File: config.mk
export PLATFORM = sky130hd
export DESIGN_NAME = div128_64_seq
export DESIGN_NICKNAME = d
export VERILOG_FILES = /design/src/rtl/div128_64_seq.sv
export SDC_FILE = /design/constraint.sdc
export NUM_CORES = 1
export LEC_CHECK = 0
export CORE_ASPECT_RATIO = 1.1
export CORE_UTILIZATION = 30
export DETAILED_ROUTE_END_ITERATION = 10
export HOLD_SLACK_MARGIN = 0.03
export PLACE_DENSITY = 0.56
export REMOVE_ABC_BUFFERS = 1
export SYNTH_ARGS = -nofsm -noshare
export SYNTH_HDL_FRONTEND = slang
export SYNTH_SLANG_ARGS = --single-unit
File: constraint.sdc
create_clock -name clk -period 4.45 [get_ports clk]
set_clock_uncertainty 0.05 [all_clocks]
set_input_delay 1.335 -clock clk [delete_from_list [all_inputs] [get_ports clk]]
set_output_delay 1.335 -clock clk [all_outputs]
set_load 0.1 [all_outputs]
File: src/rtl/div128_64_seq.sv
// rtl/div128_64_seq.sv - iterative restoring divider, 2*WIDTH / WIDTH bits, one quotient bit per clock
//
// Ports:
//   clk          rising-edge clock
//   rst_n        asynchronous active-low reset
//   start        request, sampled only while busy=0
//   dividend     2*WIDTH-bit numerator, captured when start is accepted
//   divisor      WIDTH-bit denominator, captured when start is accepted
//   busy         operation in progress
//   done         one-cycle pulse, quotient/remainder valid
//   quotient     2*WIDTH-bit unsigned quotient, held until the next done
//   remainder    WIDTH-bit unsigned remainder, held likewise
//   div_by_zero  divisor was zero (only with DIV_ZERO_CHECK_EN, else tied 0)
//
// Optional feature macro: DIV_ZERO_CHECK_EN (zero-divisor fast path, latency 1)

module div128_64_seq #(
    parameter int WIDTH = 64
) (
    input  logic                 clk,
    input  logic                 rst_n,
    input  logic                 start,
    input  logic [2*WIDTH-1:0]   dividend,
    input  logic [WIDTH-1:0]     divisor,
    output logic                 busy,
    output logic                 done,
    output logic [2*WIDTH-1:0]   quotient,
    output logic [WIDTH-1:0]     remainder,
    output logic                 div_by_zero
);

    localparam int QW = 2 * WIDTH;
    localparam int CW = $clog2(QW);

    typedef enum logic [1:0] {
        IDLE = 2'd0,
        RUN  = 2'd1,
        DONE = 2'd2
    } state_t;

    state_t state, state_nxt;

    // q_sh starts as the dividend; each iteration shifts its MSB into the
    // partial remainder and shifts the new quotient bit in at the bottom, so
    // after QW iterations it holds the full quotient.
    logic [QW-1:0]    q_sh;
    logic [WIDTH-1:0] dvs;
    // After every step the partial remainder is below the divisor, so only
    // WIDTH bits need storing; the extra bit lives in pr_shift for the compare.
    logic [WIDTH-1:0] pr;
    logic [CW-1:0]    cnt;

    logic             accept;
    logic             last_iter;
    logic [WIDTH:0]   pr_shift;
    logic             q_bit;
    logic [WIDTH-1:0] pr_nxt;
    logic [QW-1:0]    q_nxt;

    assign accept = start && (state != RUN);
    assign busy   = (state == RUN);
    assign done   = (state == DONE);

    always_comb begin
        pr_shift = {pr, q_sh[QW-1]};
        q_bit    = (pr_shift >= {1'b0, dvs});
        // Difference is below dvs when taken, so the low WIDTH bits are exact.
        pr_nxt   = q_bit ? (pr_shift[WIDTH-1:0] - dvs) : pr_shift[WIDTH-1:0];
        q_nxt    = {q_sh[QW-2:0], q_bit};
    end

`ifdef DIV_ZERO_CHECK_EN
    logic zdet;
    logic dz_r;

    assign last_iter   = zdet || (cnt == CW'(QW - 1));
    assign div_by_zero = dz_r;
`else
    assign last_iter   = (cnt == CW'(QW - 1));
    assign div_by_zero = 1'b0;
`endif

    always_ff @(posedge clk or negedge rst_n) begin
        if (!rst_n) begin
            state <= IDLE;
        end else begin
            state <= state_nxt;
        end
    end

    always_comb begin
        state_nxt = state;
        case (state)
            IDLE:    state_nxt = start ? RUN : IDLE;
            RUN:     state_nxt = last_iter ? DONE : RUN;
            DONE:    state_nxt = start ? RUN : IDLE;
            default: state_nxt = IDLE;
        endcase
    end

    always_ff @(posedge clk or negedge rst_n) begin
        if (!rst_n) begin
            q_sh      <= '0;
            dvs       <= '0;
            pr        <= '0;
            cnt       <= '0;
            quotient  <= '0;
            remainder <= '0;
`ifdef DIV_ZERO_CHECK_EN
            zdet      <= 1'b0;
            dz_r      <= 1'b0;
`endif
        end else if (accept) begin
            q_sh <= dividend;
            dvs  <= divisor;
            pr   <= '0;
            cnt  <= '0;
`ifdef DIV_ZERO_CHECK_EN
            zdet <= (divisor == '0);
            dz_r <= 1'b0;
`endif
        end else if (state == RUN) begin
            q_sh <= q_nxt;
            pr   <= pr_nxt;
            cnt  <= cnt + 1'b1;
            if (last_iter) begin
`ifdef DIV_ZERO_CHECK_EN
                if (zdet) begin
                    // q_sh still holds the untouched dividend on this first RUN edge.
                    quotient  <= '1;
                    remainder <= q_sh[WIDTH-1:0];
                    dz_r      <= 1'b1;
                end else begin
                    quotient  <= q_nxt;
                    remainder <= pr_nxt;
                end
`else
                quotient  <= q_nxt;
                remainder <= pr_nxt;
`endif
            end
        end
    end

endmodule
# Yosys cells after proc, flatten, opt, wreduce, memory -nomap -nowiden
# Index checks and enable logic that the tools add are counted.
[totals]
register_bits = 457
wordCells = 30
[classes]
add_sub_neg = 2
order_cmp = 1
n_eq_ne = 4
mux = 10
bitwise_logic = 1
reduce_logical = 5
[op_table]
columns = ["cell", "count"]
rows = [
  ["2-to-1 mux 128 bit", 2],
  ["2-to-1 mux 64 bit", 3],
  [">= comparator 65 x 64 -> 1 bit", 1],
  ["subtractor 64 bit", 1],
  ["2-to-1 mux 7 bit", 2],
  ["adder 7 x 1 -> 7 bit, second input constant", 1],
  ["== test 7 bit, second input constant", 1],
  ["one-hot mux 2 bit (2 select lines)", 1],
  ["AND reduction 3 bit", 1],
  ["== test 2 x 1 -> 1 bit, second input constant", 1],
  ["== test 2 bit, second input constant", 1],
  ["logical NOT 2 bit", 1],
  ["2-to-1 mux 2 bit", 1],
  ["!= test 2 x 1 -> 1 bit, second input constant", 1],
  ["nonzero test 2 bit", 1],
  ["OR reduction 2 bit", 1],
  ["logical AND 1 bit", 1],
  ["2-to-1 mux 1 bit", 1],
  ["NOT 1 bit", 1],
]

# Longest topological paths before layout
# Gate-level depths: netlist (run 1).
[logic_depth]
depth_word = 4
mapped_depth = 15
mapped_depth_nobuf = 15

# Worst setup path after synthesis (run 1)
# Ideal clock, no wire load.
[synth_timing]
path_kind = "register to output"
startpoint = "reg state[1]"
endpoint = "out busy"
t_arrival_ps = 2193
slack_ps = 872
stages_incl_launch_ff = 6
n_path_buf = 3
path_cell_list = "dfrtp_1 -> nand2b_1 -> inv_1 -> clkbuf_1 -> clkbuf_1 -> buf_1"
[synth_via]
elab_chain_len = 1
[synth_rtl]
columns = ["element", "line", "rtl"]
rows = [
  ["start: declaration", "41", "state_t state, state_nxt;"],
  ["start signal: assignment", "87", "state <= state_nxt;"],
  ["== test 2 x 1 -> 1 bit", "61", "assign busy = (state == RUN);"],
  ["end: declaration", "25", "output logic busy,"],
]
# No other way between the ends.

# Worst setup path in the final report (run 1)
[layout_timing]
startpoint = "reg dvs[12]"
endpoint = "reg pr[62]"
[layout_via]
elab_chain_len = 4
word_cells_on_any_way = 5
classes_between = "add/sub: 1; order compare: 1; mux: 3"
[layout_rtl]
columns = ["element", "line", "rtl"]
rows = [
  ["start: declaration", "47", "logic [WIDTH-1:0] dvs;"],
  ["start signal: assignment", "115", "dvs <= divisor;"],
  ["subtractor 64 bit or >= comparator 65 x 64 -> 1 bit (tied branches)", "68, 66", ""],
  ["2-to-1 mux 64 bit *", "68", "pr_nxt = q_bit ? (pr_shift[WIDTH-1:0] - dvs) : pr_shift[WIDTH-1:0];"],
  ["2-to-1 mux 64 bit *", "122", "end else if (state == RUN) begin"],
  ["2-to-1 mux 64 bit *", "113", "end else if (accept) begin"],
  ["end signal: assignment", "124", "pr <= pr_nxt;"],
  ["end: declaration", "50", "logic [WIDTH-1:0] pr;"],
]
# Every way passes the cells marked *; elsewhere a longest branch is shown, timed or not. The select of a mux whose other input is x is not followed.
# A chain may end at the register's enable or synchronous reset.

==> results of run 1 <==
-- cells in the final DEF, fill, tap and decap left out, types with 6 or more instances in the layout --
| cell | count |
|---|---|
| clkbuf_16 | 52 |
| ha_1 | 65 |
| buf_4 | 23 |
| buf_12 | 11 |
| xnor2_1 | 33 |
| o21a_1 | 6 |
| o21bai_1 | 15 |
| nor3_1 | 9 |
| o211ai_1 | 7 |
| clkdlybuf4s50_1 | 379 |
| a31oi_1 | 12 |
| o21ai_1 | 98 |
| mux2_2 | 67 |
| a21o_1 | 41 |
| nand2_1 | 675 |
| mux2i_1 | 149 |
| dfrtp_1 | 457 |
| clkbuf_8 | 13 |
| nor2b_1 | 7 |
| xor2_1 | 25 |
| inv_1 | 85 |
| and2_1 | 6 |
| nand3_1 | 78 |
| nand4_1 | 19 |
| clkbuf_1 | 9 |
| o21ai_0 | 237 |
| a21oi_1 | 83 |
| clkinv_2 | 6 |
| and3_1 | 14 |
| nor2_1 | 58 |
-- area by class of cell --
class / count / area, µm²
repair buffers: 415 / 4210
inverters: 89 / 344
fillers: 7389 / 45500
clock buffers: 74 / 1510
well taps: 963 / 1200
clock inverters: 17 / 231
flip-flops and latches: 457 / 11400
multi-input cells: 1770 / 10300
diodes: 3 / 7.51
-- flip-flops by register name (all words and copies together) (netlist names) --
register   count
cnt            7
quotient     128
pr            64
dvs           64
q_sh         128
remainder     64
state          2
-- layer usage --
metal | up-vias | routed length (µm) | global-route usage
met5 | - | 141 | 0
met4 | 22 | 2030 | 0.0554
met3 | 125 | 6650 | 0.0737
met2 | 471 | 33000 | 0.300
met1 | 8971 | 29100 | 0.218
li1 | 8975 | - | -
-- worst max-delay path by stage --
stage / depth (start not counted) / startpoint / end
detailed placement: 12 / pr[0]$_DFFE_PN0P_ / pr[62]$_DFFE_PN0P_
CTS: 12 / pr[0]$_DFFE_PN0P_ / pr[62]$_DFFE_PN0P_
floorplan: 7 / state[1]$_DFF_PN0_ / remainder[63]$_DFFE_PN0P_
global placement: 12 / pr[1]$_DFFE_PN0P_ / pr[39]$_DFFE_PN0P_
finish: 12 / dvs[12]$_DFFE_PN0P_ / pr[62]$_DFFE_PN0P_
global route: 15 / q_sh[127]$_DFFE_PN0P_ / remainder[48]$_DFFE_PN0P_
-- metrics by stage --
| stage | TNS (ns) | power [mW] | instance area (µm²) |
|---|---|---|---|
| global placement | 0 | 14.0 | 27500 |
| CTS | 0 | 18.7 | 29300 |
| detailed placement | 0 | 14.1 | 27500 |
| floorplan | -2784.74 | 11.7 | 22100 |
| global route | 0 | 19.9 | 29300 |
| finish | 0 | 18.5 | 29300 |
-- cell families (layout without fill, tap and decap cells) --
logic type,Yosys count,count (layout)
simple gates,890,890
flops,457,457
mux,217,217
buf+inv,239,595
other cells,1,4
xor+xnor,58,58
fa+ha+maj,66,66
compound gates,538,538
-- report_power, final --
| group | leakage, nW | switching (mW) | internal [mW] | total, mW |
|---|---|---|---|---|
| combinational | 7.47 | 4.76 | 3.22 | 7.98 |
| sequential | 4.93 | 0.837 | 5.22 | 6.06 |
| clock | 0.861 | 1.86 | 2.60 | 4.46 |
| total | 13.3 | 7.46 | 11.0 | 18.5 |
-- worst min-delay path, delay by kind of cell (launching register included) --
family           cells  cell delay, ns
DFF                  1            0.34
and+or+nand+nor      2            0.11
==> flow_summary.yaml, run 1 <==
status:
  status: "finished clean"
placement:
  post-place-ws_ns: 0.643
  finalWeightedCongestion: 0.911
  placed_cells: 3694
  io_buffers: 388
  dp_hpwl_mm: 49.2
pwr:
  irDropWorstVdd_uv: 360
  cellPowerDensity_nw_per_um2: 632
  p_leak_nw: 13.3
logic_synthesis:
  synth_fa_ha_area_frac: 0.0367
  synth.distinct_cells: 65
  synth_most_common_cell: "nand2_1"
  async_flop_share: 1.00
  synth_top_family_by_area: "simple AND/OR/NAND/NOR gates"
  syn_inst: 2466
  yosys.area.top_type_share: 0.503
  synth_xor_xnor_area_share: 0.0224
  avgSynthCellArea_um2: 9.21
  yosysSeqAreaShare: 0.503
  ys_top_cells_by_area: "dfrtp_1, nand2_1, mux2i_1"
  synth.mux.area_fraction: 0.0995
  ys_top_cells_by_count: "nand2_1, dfrtp_1, o21ai_0, mux2i_1, clkbuf_1"
  yosys_warnings: 0
  synth_simple_gate_area_frac: 0.160
  synth.cell_area_um2: 22700
  synth-compound-area-share: 0.135
  synth_ff_type: "dfrtp_1"
  synth_edf_count: 0
  synth_top_cell_by_area: "dfrtp_1"
  ys_ff_latch: 457
sta:
  period_minus_slack_ns: 3.88
  worstMarginPinSlew_ns: 1.09
  min_period_over_period: 0.872
  hold_viol_final: 0
  fmax_mhz: 258
  rsz0062_at_grt: "false"
  slew_violations: 0
  slew-limit-headroom: 0.273
  setup_violations: 0
  post-route-worst-setup-slack_ns: 0.571
  hold_slack_ns: 0.422
grt:
  antenna_found_initial: 13
  grt_remaining_overflow: 0
  grt_first_pass_wirelength_mm: 111
  grt_max_degree: 158
  grt.total_usage: 0.183
  grt_pass1_vias: 19500
setup_path:
  critical_path_arrival_ns: 4.27
  path_delay_family: "compound AO/OA/AOI/OAI gates"
  slowest_stage: "a2111oi_2"
  cpPeakStageDelay_ns: 0.48
  r2r-start: "dvs[12]$_DFFE_PN0P_"
  worstPathCellList: "inv_1 -> ha_1 -> nand4_1 -> a2111oi_2 -> o2111ai_1 -> nand4_1 -> a31o_1 -> a311o_2 -> buf_12 -> buf_4 -> mux2i_1 -> o21ai_0"
  cp_common_cell: "nand4_1"
  reg2reg_depth: 12
  end_kind: "register"
  worstPathRequired_ns: 4.84
  r2r_setup_slack_ns: 0.57
  crit_type: "reg2reg"
  timing.rr.end: "pr[62]$_DFFE_PN0P_"
  crit_fanout: 69
  cp-start-kind: "register"
  crit_buf_inv: 3
die:
  io_pins: 390
  die_width_um: 264
  core_area_um2: 74800
  die_y_um: 291
  start_util: 0.304
  rows: 105
  design.die.area_um2: 76800
clock_tree:
  cts_resized: 0
  root_buffer: "clkbuf_16"
  cts_sinks: 457
  cts_buffer_depth: 3
  htreeDepth: 2
  cts_hold_buf: 0
  worstSkewPairLatency_ns: 0.62
  clk_transition_reported_paths_ns: 0.06
  cts_setup_buffers: 0
  cts_tree: "built"
  numCtsBuffers: 52
min_path:
  holdPathStages: 2
  hold_end: "quotient[30]$_DFFE_PN0P_"
  hp-class: "reg2reg"
  hold_path.startpoint: "quotient[30]$_DFFE_PN0P_"
finish:
  fin_cells: 3788
  final_nets: 3046
  area_growth_pct: 28.9
  final_util: 0.392
  drive_above_1_share: 0.0741
routing:
  drtAntennaViolNets: 0
  dr.pass1.iters: 5
  viasPerCell: 4.90
  drt_iter0_markers: 1128
  wl_per_cell_um: 18.7
  routed_wl_mm: 70.9
  num_vias: 18600
  drt_drc_violations_left: 0
run:
  maxCapViolCount: 0
Power figures use the tool's default switching activity.
==> run 2: changes to the inputs <==
--- a/config.mk
+++ b/config.mk
@@ -7,6 +7,7 @@
 export LEC_CHECK = 0
 export CORE_ASPECT_RATIO = 1.1
 export CORE_UTILIZATION = 30
+export CTS_CLUSTER_SIZE = 28
 export DETAILED_ROUTE_END_ITERATION = 10
 export HOLD_SLACK_MARGIN = 0.03
 export PLACE_DENSITY = 0.56
==> constraint.sdc (replaced) <==
create_clock -name clk -period 4.4 [get_ports clk]
set_clock_uncertainty 0.05 [all_clocks]
set_input_delay 1.32 -clock clk [delete_from_list [all_inputs] [get_ports clk]]
set_output_delay 1.32 -clock clk [all_outputs]
set_load 0.1 [all_outputs]
==> flow_summary.yaml, run 2 (same netlist as run 1, synthesis figures left out) <==
sta:
  hold_slack_ns: 0.421
  period_minus_slack_ns: 3.85
  hold_viol_final: 0
  slew_violations: 0
  rsz0062_at_grt: "false"
  setup_violations: 0
  min_period_over_period: 0.875
  slew-limit-headroom: 0.270
  fmax_mhz: 260
  worstMarginPinSlew_ns: 1.09
clock_tree:
  cts_hold_buf: 0
  clk_transition_reported_paths_ns: 0.06
  root_buffer: "clkbuf_16"
  worstSkewPairLatency_ns: 0.59
  cts_sinks: 457
  cts_resized: 0
  cts_setup_buffers: 0
  numCtsBuffers: 53
  htreeDepth: 2
  cts_buffer_depth: 3
  cts_tree: "built"
setup_path:
  crit_fanout: 18
  worstPathCellList: "ha_1 -> nand3_1 -> o21bai_4 -> a2111oi_2 -> o2111ai_1 -> nand4_1 -> a31o_1 -> a311o_2 -> inv_2 -> or3_1 -> mux2_2 -> nand2_1"
  crit_type: "reg2reg"
  crit_buf_inv: 1
  path_delay_family: "compound AO/OA/AOI/OAI gates"
  critical_path_arrival_ns: 4.33
  cp-start-kind: "register"
  worstPathRequired_ns: 4.88
  end_kind: "register"
  slowest_stage: "a2111oi_2"
  cpPeakStageDelay_ns: 0.49
finish:
  fin_cells: 3795
  insertedDiodeCount: 0
  final_cell_mix: "nand2_1, dfrtp_1, clkdlybuf4s50_1"
  area_growth_pct: 29.6
  final_nets: 3050
  largestRegisters: "q_sh x128, quotient x128"
  drive_above_1_share: 0.0791
  final_common_cell: "nand2_1"
  nFillCells: 7361
pwr:
  irDropWorstVdd_uv: 370
  p_leak_nw: 13.3
  cellPowerDensity_nw_per_um2: 645
die:
  die_width_um: 264
  io_pins: 390
  start_util: 0.304
  die_y_um: 291
  rows: 105
  core_area_um2: 74800
  design.die.area_um2: 76800
routing:
  routed_wl_mm: 70.4
  routed.top_layer: "met5"
  num_vias: 18600
  viasPerCell: 4.90
  drt-met1-wl_mm: 28.5
  wl_per_cell_um: 18.5
  drt_iter0_markers: 1161
  drt_drc_violations_left: 0
  met2_length_mm: 33.5
  drtAntennaViolNets: 0
  wl_met3_mm: 6.54
  dr.pass1.iters: 5
grt:
  antenna_found_initial: 13
  grt.total_usage: 0.182
  grt_first_pass_wirelength_mm: 111
  grt_max_degree: 128
  grt_pass1_vias: 19400
  grt_remaining_overflow: 0
run:
  maxCapViolCount: 0
placement:
  io_buffers: 388
  finalWeightedCongestion: 0.962
  placed_cells: 3697
  dp_hpwl_mm: 49.6
status:
  status: "finished clean"
min_path:
  hp-class: "reg2reg"
[run 2: cell count changes in the layout (fill, tap and decap cells not counted), moves of 2 or more]
cell,before,now
buf_4,23,28
diode_2,3,0
inv_6,2,6
clkinv_2,6,10
clkbuf_1,9,5
clkinvlp_4,1,3
clkbuf_8,13,11
bufinv_16,4,9
[run 2: per-layer routing]
layer	GRT usage	up-vias
met5	0	-
met4	0.0476	20
met3	0.0746	103
met2	0.307	459
met1	0.212	9017
li1	-	8994
[run 2: metrics by stage]
step	setup slack [ns]	area, µm²	TNS, ns	total power [mW]	util
after detailed placement	0.574	27500	0	14.2	0.368
after global placement	0.611	27500	0	14.1	0.368
final	0.551	29400	0	19.0	0.394
after global routing	0.294	29400	0	20.4	0.394
after CTS	0.554	29400	0	19.2	0.394
after floorplan	-13.01	22100	-2804.67	11.8	-
[run 2: worst reg2reg max path, stage by stage, from the launching register on]
cell       delay (ns)
dfrtp_1          0.41
ha_1             0.37
nand3_1          0.15
o21bai_4         0.21
a2111oi_2        0.49
o2111ai_1        0.35
nand4_1          0.23
a31o_1           0.19
a311o_2          0.49
inv_2            0.19
or3_1            0.34
mux2_2           0.27
nand2_1          0.05
[run 2: power breakdown]
| part | internal, mW | total, mW | switching [mW] |
|---|---|---|---|
| Combinational | 3.27 | 8.03 | 4.77 |
| Sequential | 5.28 | 6.13 | 0.849 |
| Clock | 2.93 | 4.82 | 1.89 |
[run 2: cell type report]
class                   instances  area [µm²]  area share
multi-input cells            1770       10300       0.351
clock inverters                29         404      0.0137
inverters                      89         344      0.0117
well taps                     963        1200      0.0409
flip-flops and latches        457       11400       0.388
clock buffers                  69        1500      0.0508
repair buffers                418        4220       0.143
[run 2: final timing paths]
check / from / endpoint / slack [ns] / cells past startpoint
setup / recovery: pr[1]$_DFFE_PN0P_ / remainder[63]$_DFFE_PN0P_ / 0.55 / 12
hold / removal: quotient[30]$_DFFE_PN0P_ / quotient[30]$_DFFE_PN0P_ / 0.42 / 2
setup reg to reg: pr[1]$_DFFE_PN0P_ / remainder[63]$_DFFE_PN0P_ / 0.55 / 12
hold reg to reg: quotient[30]$_DFFE_PN0P_ / quotient[30]$_DFFE_PN0P_ / 0.42 / 2
max in group asynchronous: rst_n / q_sh[43]$_DFFE_PN0P_ / 2.65 / 2
min in group asynchronous: rst_n / dvs[13]$_DFFE_PN0P_ / 0.67 / 1
==> run 3: changes to the inputs <==
--- a/config.mk
+++ b/config.mk
@@ -12,6 +12,8 @@
 export HOLD_SLACK_MARGIN = 0.03
 export PLACE_DENSITY = 0.56
 export REMOVE_ABC_BUFFERS = 1
+export SETUP_SLACK_MARGIN = 0.1
 export SYNTH_ARGS = -nofsm -noshare
 export SYNTH_HDL_FRONTEND = slang
 export SYNTH_SLANG_ARGS = --single-unit
+export TNS_END_PERCENT = 10
==> results of run 3 <==
Final layout, timing and power as in run 2 (identical DEF).
